File: config.mk
export PLATFORM = sky130hd
export DESIGN_NAME = cska_pipe_adder
export DESIGN_NICKNAME = d
export VERILOG_FILES = /design/src/rtl/cska_pkg.sv /design/src/rtl/cska_block.sv /design/src/rtl/selunit.sv /design/src/rtl/cska_pipe_adder.sv
export SDC_FILE = /design/constraint.sdc
export NUM_CORES = 1
export LEC_CHECK = 0
export CORE_UTILIZATION = 30
export DETAILED_ROUTE_END_ITERATION = 8
export SLEW_MARGIN = 20
export SYNTH_ARGS = -nofsm -noshare
export SYNTH_HDL_FRONTEND = slang
export SYNTH_SLANG_ARGS = --single-unit
File: constraint.sdc
create_clock -name clk -period 4.7 [get_ports clk]
set_clock_uncertainty 0.2 [all_clocks]
set_input_delay 0.705 -clock clk [delete_from_list [all_inputs] [get_ports clk]]
set_output_delay 0.705 -clock clk [all_outputs]
set_load 0.02 [all_outputs]
File: src/rtl/cska_pkg.sv
// Shared types and helpers for the pipelined carry-skip adder.
// A stage register carries the partially built sum plus the operands still to be added.
package cska_pkg;

    localparam int BLK_W = 2;
    localparam int MAX_W = 64;

    function automatic int calc_stages(input int width, input int blk_per_stage);
        return width / (BLK_W * blk_per_stage);
    endfunction

    // Operand fields keep the whole operand; each stage only reads its own slice.
    typedef struct packed {
        logic             valid;
        logic             carry;
        logic [MAX_W-1:0] sum_lo;
        logic [MAX_W-1:0] a_hi;
        logic [MAX_W-1:0] b_hi;
        logic             a_msb;
        logic             b_msb;
    } stage_t;

endpackage

File: src/rtl/cska_block.sv
// 2-bit ripple adder with a carry-skip bypass around it.
module cska_block
    import cska_pkg::*;
(
    input  logic [BLK_W-1:0] a,
    input  logic [BLK_W-1:0] b,
    input  logic             cin,
    output logic [BLK_W-1:0] sum,
    output logic             cout
);

    logic [BLK_W-1:0] p;
    logic [BLK_W-1:0] g;
    logic             c1;
    logic             ripple;
    logic             sel;

    assign p      = a ^ b;
    assign g      = a & b;
    assign c1     = g[0] | (p[0] & cin);
    assign sum    = {p[1] ^ c1, p[0] ^ cin};
    assign ripple = g[1] | (p[1] & c1);

    selunit u_sel (
        .p   (p),
        .sel (sel)
    );

    // When both bits propagate the ripple result equals cin, so the mux is exact.
    assign cout = sel ? cin : ripple;

endmodule

File: src/rtl/selunit.sv
// Skip-select for one carry-skip block: bypass when every bit propagates.
module selunit
    import cska_pkg::*;
(
    input  logic [BLK_W-1:0] p,
    output logic             sel
);

    assign sel = &p;

endmodule

File: src/rtl/cska_pipe_adder.sv
// Pipelined carry-skip adder: stage k adds bits [k*S+S-1:k*S] of the operands held in
// its register and hands the carry and growing sum to the next register.
module cska_pipe_adder
    import cska_pkg::*;
#(
    parameter int WIDTH         = 16,
    parameter int BLK_PER_STAGE = 4
) (
    input  logic             clk,
    input  logic             rst,
    input  logic             in_valid,
    output logic             in_ready,
    input  logic [WIDTH-1:0] a,
    input  logic [WIDTH-1:0] b,
    input  logic             cin,
    output logic             out_valid,
    input  logic             out_ready,
    output logic [WIDTH-1:0] sum,
    output logic             cout,
    output logic             ovf
);

    localparam int S      = BLK_W * BLK_PER_STAGE;
    localparam int STAGES = calc_stages(WIDTH, BLK_PER_STAGE);
    localparam int NBLK   = WIDTH / BLK_W;

    if ((WIDTH % S) != 0) begin : g_bad_width
        $error("cska_pipe_adder: WIDTH must be a multiple of 2*BLK_PER_STAGE");
    end
    if (WIDTH > MAX_W) begin : g_too_wide
        $error("cska_pipe_adder: WIDTH exceeds MAX_W");
    end

    // st[0] holds the accepted operands; st[k+1] holds the result of adding slice k.
    stage_t             st  [0:STAGES];
    stage_t             nxt [0:STAGES-1];
    stage_t             head;
    logic [WIDTH-1:0]   blk_sum;
    logic [STAGES-1:0]  stage_cout;
    logic               adv;

    // Stream handshake: a beat moves on a rising edge when valid and ready are both high;
    // the whole pipe advances together whenever the output register is empty or drained.
    assign out_valid = st[STAGES].valid;
    assign adv       = !out_valid || out_ready;
    assign in_ready  = adv;

    always_comb begin
        head = '0;
        if (in_valid) begin
            head.valid = 1'b1;
            head.carry = cin;
            head.a_hi  = MAX_W'(a);
            head.b_hi  = MAX_W'(b);
            head.a_msb = a[WIDTH-1];
            head.b_msb = b[WIDTH-1];
        end
    end

    for (genvar i = 0; i < NBLK; i++) begin : g_blk
        localparam int J = i / BLK_PER_STAGE;
        logic             c_in;
        logic             c_out;
        logic [BLK_W-1:0] s;

        if ((i % BLK_PER_STAGE) == 0) begin : g_head
            assign c_in = st[J].carry;
        end else begin : g_chain
            assign c_in = g_blk[i-1].c_out;
        end

        cska_block u_blk (
            .a    (st[J].a_hi[BLK_W*i +: BLK_W]),
            .b    (st[J].b_hi[BLK_W*i +: BLK_W]),
            .cin  (c_in),
            .sum  (s),
            .cout (c_out)
        );

        assign blk_sum[BLK_W*i +: BLK_W] = s;

        if ((i % BLK_PER_STAGE) == (BLK_PER_STAGE - 1)) begin : g_tail
            assign stage_cout[J] = c_out;
        end
    end

    always_comb begin
        for (int j = 0; j < STAGES; j++) begin
            nxt[j]                = st[j];
            nxt[j].carry          = stage_cout[j];
            nxt[j].sum_lo[j*S +: S] = blk_sum[j*S +: S];
        end
    end

    // Bubbles load as all-zero and stay zero through the adder stages.
    always_ff @(posedge clk) begin
        if (rst) begin
            for (int k = 0; k <= STAGES; k++) begin
                st[k] <= '0;
            end
        end else if (adv) begin
            st[0] <= head;
            for (int j = 0; j < STAGES; j++) begin
                st[j+1] <= nxt[j];
            end
        end
    end

    assign sum  = st[STAGES].sum_lo[WIDTH-1:0];
    assign cout = st[STAGES].carry;
    assign ovf  = (st[STAGES].a_msb == st[STAGES].b_msb) &&
                  (st[STAGES].sum_lo[WIDTH-1] != st[STAGES].a_msb);

endmodule
# Word level (Yosys, flattened, before mapping)
# Memory sizes are Yosys's and may differ from the RTL's.
# Cells that the tools add are included.
dict set report totals {
  register_bits 0
  memories 1
  output_inout_bits 20
  mem_bits_rw 588
}
# name words word_bits read_ports rd_clocked_by_memory_dff write_ports line
set memory_table {}
lappend memory_table {st 3 196 3 0 3 cska_pipe_adder.sv:35} ;# stage_t st [0:STAGES];
dict set report classes {
  n_reduce_logical 11
  eq_ne 2
  muxes 18
  bitwise 67
}
# operator count
set ops {}
lappend ops {{196-bit two-way mux} 3}
lappend ops {{82-bit two-way mux} 1}
lappend ops {{1-bit OR} 19}
lappend ops {{1-bit AND} 16}
lappend ops {{2-bit AND} 8}
lappend ops {{2-bit AND reduction} 8}
lappend ops {{1-bit XOR} 16}
lappend ops {{2-bit XOR} 8}
lappend ops {{1-bit two-way mux} 13}
lappend ops {{2-bit two-way mux} 1}
lappend ops {{1-bit == test} 1}
lappend ops {{1-bit logical AND} 1}
lappend ops {{1-bit zero test} 1}
lappend ops {{1-bit logical OR} 1}
lappend ops {{1-bit inequality test} 1}

# Longest topological paths before layout
# An unclocked memory read counts as a cell.
dict set report logic_depth {
  ltp_word 23
  mapped_depth 19
  depth_no_buf 19
}

# Modules after synthesis
# From an unflattened synthesis, not the netlist that was laid out.
dict set report hier_totals {
  hier_cells 311
  area_unflattened_um2 4590.7
}
# mod area_per_inst_um2 n_inst cells_per_inst seq_area_each_um2
set modules_own_cells {}
lappend modules_own_cells {cska_pipe_adder 3737.3 1 201 2402.3}
lappend modules_own_cells {{cska_block (g_blk[0].u_blk ...)} 100.1 6 13 0.0}
lappend modules_own_cells {{cska_block (g_blk[5].u_blk ...)} 101.3 2 12 0.0}
lappend modules_own_cells {selunit 6.3 8 1 0.0}

# Worst setup path before layout
# OpenSTA, ideal clock, no wires.
dict set report synth_timing {
  path_type {reg-to-reg}
  from {mem st[0][390] (netlist name)}
  to {mem st[0][586] (netlist name) (data pin)}
  arrival_time_ns 4.019
  path_slack_ns 0.350
  stages_incl_launch_ff 20
  path_buffers 0
  required_time_ns 4.368
  cell_sequence {edfxtp_1 -> inv_1 -> fa_1 -> inv_1 -> fa_1 -> a21bo_2 -> nand2_1 -> fa_1 -> fa_1 -> a21oi_1 -> a41oi_2 -> fa_1 -> inv_1 -> fa_1 -> nand2_1 -> o21ai_0 -> fa_1 -> fa_1 -> a211oi_1 -> o311a_1}
}
# item line
set synth_lines {}
lappend synth_lines {{start: declaration} cska_pipe_adder.sv:35}

==> flow_summary.json <==
{
  "status": "finished clean",
  "nFillCells": 1223,
  "switching_share_pct": 20.9,
  "end_kind": "flip-flop",
  "fp.dieW_um": 116,
  "drc": 0,
  "relSlewSlack_pct": 28.8,
  "async_flop_share_pct": 0,
  "hold_class": "flip-flop to flip-flop",
  "worstReg2RegStart": "st[0][2]",
  "synth_nets": 341,
  "grt_usage_pct": 10.2,
  "clkTransAtPathRegs_ns": 0.06,
  "area_growth_syn_to_layout_pct": 25.3,
  "finalWeightedCongestion": 0.736,
  "routedWlPerCell_um": 12.6,
  "power_leakage_nw": 2.04,
  "drt_iter0_drc": 92,
  "drive_gt1_share_pct": 11.0,
  "regMostFlops": "st",
  "nNetsFinal": 383,
  "numCtsBuffers": 9,
  "finalSetupViolations": 0,
  "final_cells": 492,
  "intPower_w": 0.00138,
  "hp-start": "st[0][10]",
  "drv_cap": 0,
  "finalPower_w": 0.00175,
  "synth_most_common_cell": "edfxtp_1",
  "die_area_um2": 13400,
  "initial_core_util_pct": 30.7,
  "dp_hpwl_um": 3960,
  "whs_path_depth": 1,
  "r2r_cells": 18,
  "syn_area_um2": 3870,
  "min_period_ns": 4.45,
  "worst_pin_slew_ns": 1.07,
  "fmax_ghz": 0.225,
  "row_count": 41,
  "synth_edf_count": 80,
  "cts_tree": "done",
  "antenna_found_initial": 0,
  "grt_max_degree": 81,
  "critPathKind": "flip-flop to flip-flop",
  "ys_seq_area_share_pct": 62.1,
  "ys_types": 24,
  "cts_sinks": 80,
  "finalHoldViolCount": 0,
  "grt_pass1_vias": 2016,
  "largest_reg_flops": 80,
  "syn_inst": 272,
  "root_buffer": "clkbuf_16",
  "rsz0062_at_grt": "no",
  "wirelength_um": 6180,
  "switchingPower_w": 0.000366,
  "critical_path_required_ns": 4.70,
  "path_max_fanout": 2,
  "ys_ff_latch": 80,
  "final_max_slew_viol_count": 0,
  "yosys_warnings": 0,
  "grt-ovfl-total": 0,
  "core_region_area_um2": 12600,
  "ir_worst_vdd_uv": 160,
  "crit_path_start": "st[0][2]",
  "via_per_inst": 4.15,
  "dp_cells": 473,
  "synth_top_area_share_pct": 62.1,
  "yosys.area.top_type": "edfxtp_1",
  "yosys-top-cells-count": "edfxtp_1, and2_1, and3_1",
  "grt_pass1_wl_um": 9780,
  "portBuffers": 56,
  "utilization_pct": 38.4,
  "synth_area_per_cell_um2": 14.2,
  "hold_buffers": 0,
  "p_clk_share_pct": 42.2,
  "synth_top_flop_cell": "edfxtp_1",
  "pwr-share-comb_pct": 9.2,
  "worstPathArrival_ns": 4.45,
  "synth_area_leaders": "edfxtp_1, fa_1, and2_1, and3_1, ha_1",
  "die_y_um": 116,
  "fin_crit_sh_pct": 94.7,
  "largestRegisters": "st: 80 flops",
  "ant_nets": 0,
  "worstSkewPairLatency_ns": 0.34,
  "power_frac_seq_pct": 48.6,
  "ctsLongestPathBuffers": 2,
  "start_kind": "flip-flop",
  "io_pins": 57,
  "htree_levels": 3,
  "dr.pass1.iters": 4,
  "num_vias": 2041,
  "p_per_area_nw_per_um2": 360
}
layer usage:
layer  GRT usage, %  vias up  part of all wire (%)
li1               -     1005                     -
met1           11.7      985                    44
met2           16.6       40                    49
met3           2.56       11                   4.0
met4           7.27        0                   2.7
met5              0        -                     0
critical path: stages (launching register included):
cell and delay (ns):
edfxtp_1 0.39, inv_1 0.09, fa_1 0.16, inv_1 0.05, fa_1 0.39, a21bo_2 0.21, nand2_1 0.07, fa_1 0.45
fa_1 0.44, a21oi_2 0.13, a41oi_2 0.07, fa_1 0.45, inv_1 0.09, fa_1 0.19, nand2_1 0.05, o21ai_0 0.12
fa_2 0.27, fa_1 0.39, nor2_1 0.11
cells by family after synthesis:
logic type / Yosys count / share of synthesized area [%]
DFF: 80 / 62.1
AOI/OAI and AO/OA: 13 / 2.91
buffers and inverters: 50 / 7.01
and+or+nand+nor: 97 / 14.6
adders and majority gates: 32 / 13.4
stage by stage:
| stage | setup slack, ns | setup TNS [ns] | hold slack [ns] | cell area [um^2] |
|---|---|---|---|---|
| floorplan | 0.350 | 0 | 0.297 | 3870 |
| global placement | 0.00709 | 0 | 0.299 | 4470 |
| detailed placement | -0.0401 | -0.0401 | 0.304 | 4470 |
| CTS | 0.0199 | 0 | 0.318 | 4790 |
| global route | 0.00103 | 0 | 0.329 | 4850 |
| finish | 0.250 | 0 | 0.316 | 4850 |
final timing paths:
kind | slack (ns) | to
worst max-delay path | 0.25 | st[0][333]
worst min-delay path | 0.32 | st[0][206]
worst min register to register | 0.32 | st[0][206]
worst max register to register | 0.25 | st[0][333]
timing repair:
item	CTS	global route
pin swaps	1	4
setup buffers	0	1
setup endpoints to repair	1	4
gates resized for setup	3	9
final cells by class:
type                       count  area [um^2]  share of cell area (%)
multi-input combinational    142         1240                    25.5
sequential                    80         2400                    49.5
tap                          172          215                    4.44
inverter                      23         86.3                    1.78
clock buffer                  11          233                    4.80
antenna                        1         2.50                  0.0516
timing repair buffer          58          596                    12.3
clock inverter                 5         81.3                    1.68
power groups by stage:
stage,Combinational [W],Sequential [W],Clock (W)
2_1_floorplan,0.0000995,0.000861,0
3_3_place_gp,0.000155,0.000864,0
3_5_place_dp,0.000157,0.000865,0
4_1_cts,0.000158,0.000850,0.000753
5_1_grt,0.000179,0.000854,0.000780
6_report,0.000160,0.000849,0.000737
cells in the final DEF, fill, tap and decap left out, types with 6 or more instances in the layout:
cell type,n
fa_2,6
edfxtp_1,80
inv_1,22
ha_1,16
clkbuf_16,9
nand2_1,9
clkdlybuf4s50_1,56
and3_1,33
fa_1,10
nor2_1,11
and2_1,35
Power figures use the tool's default switching activity.
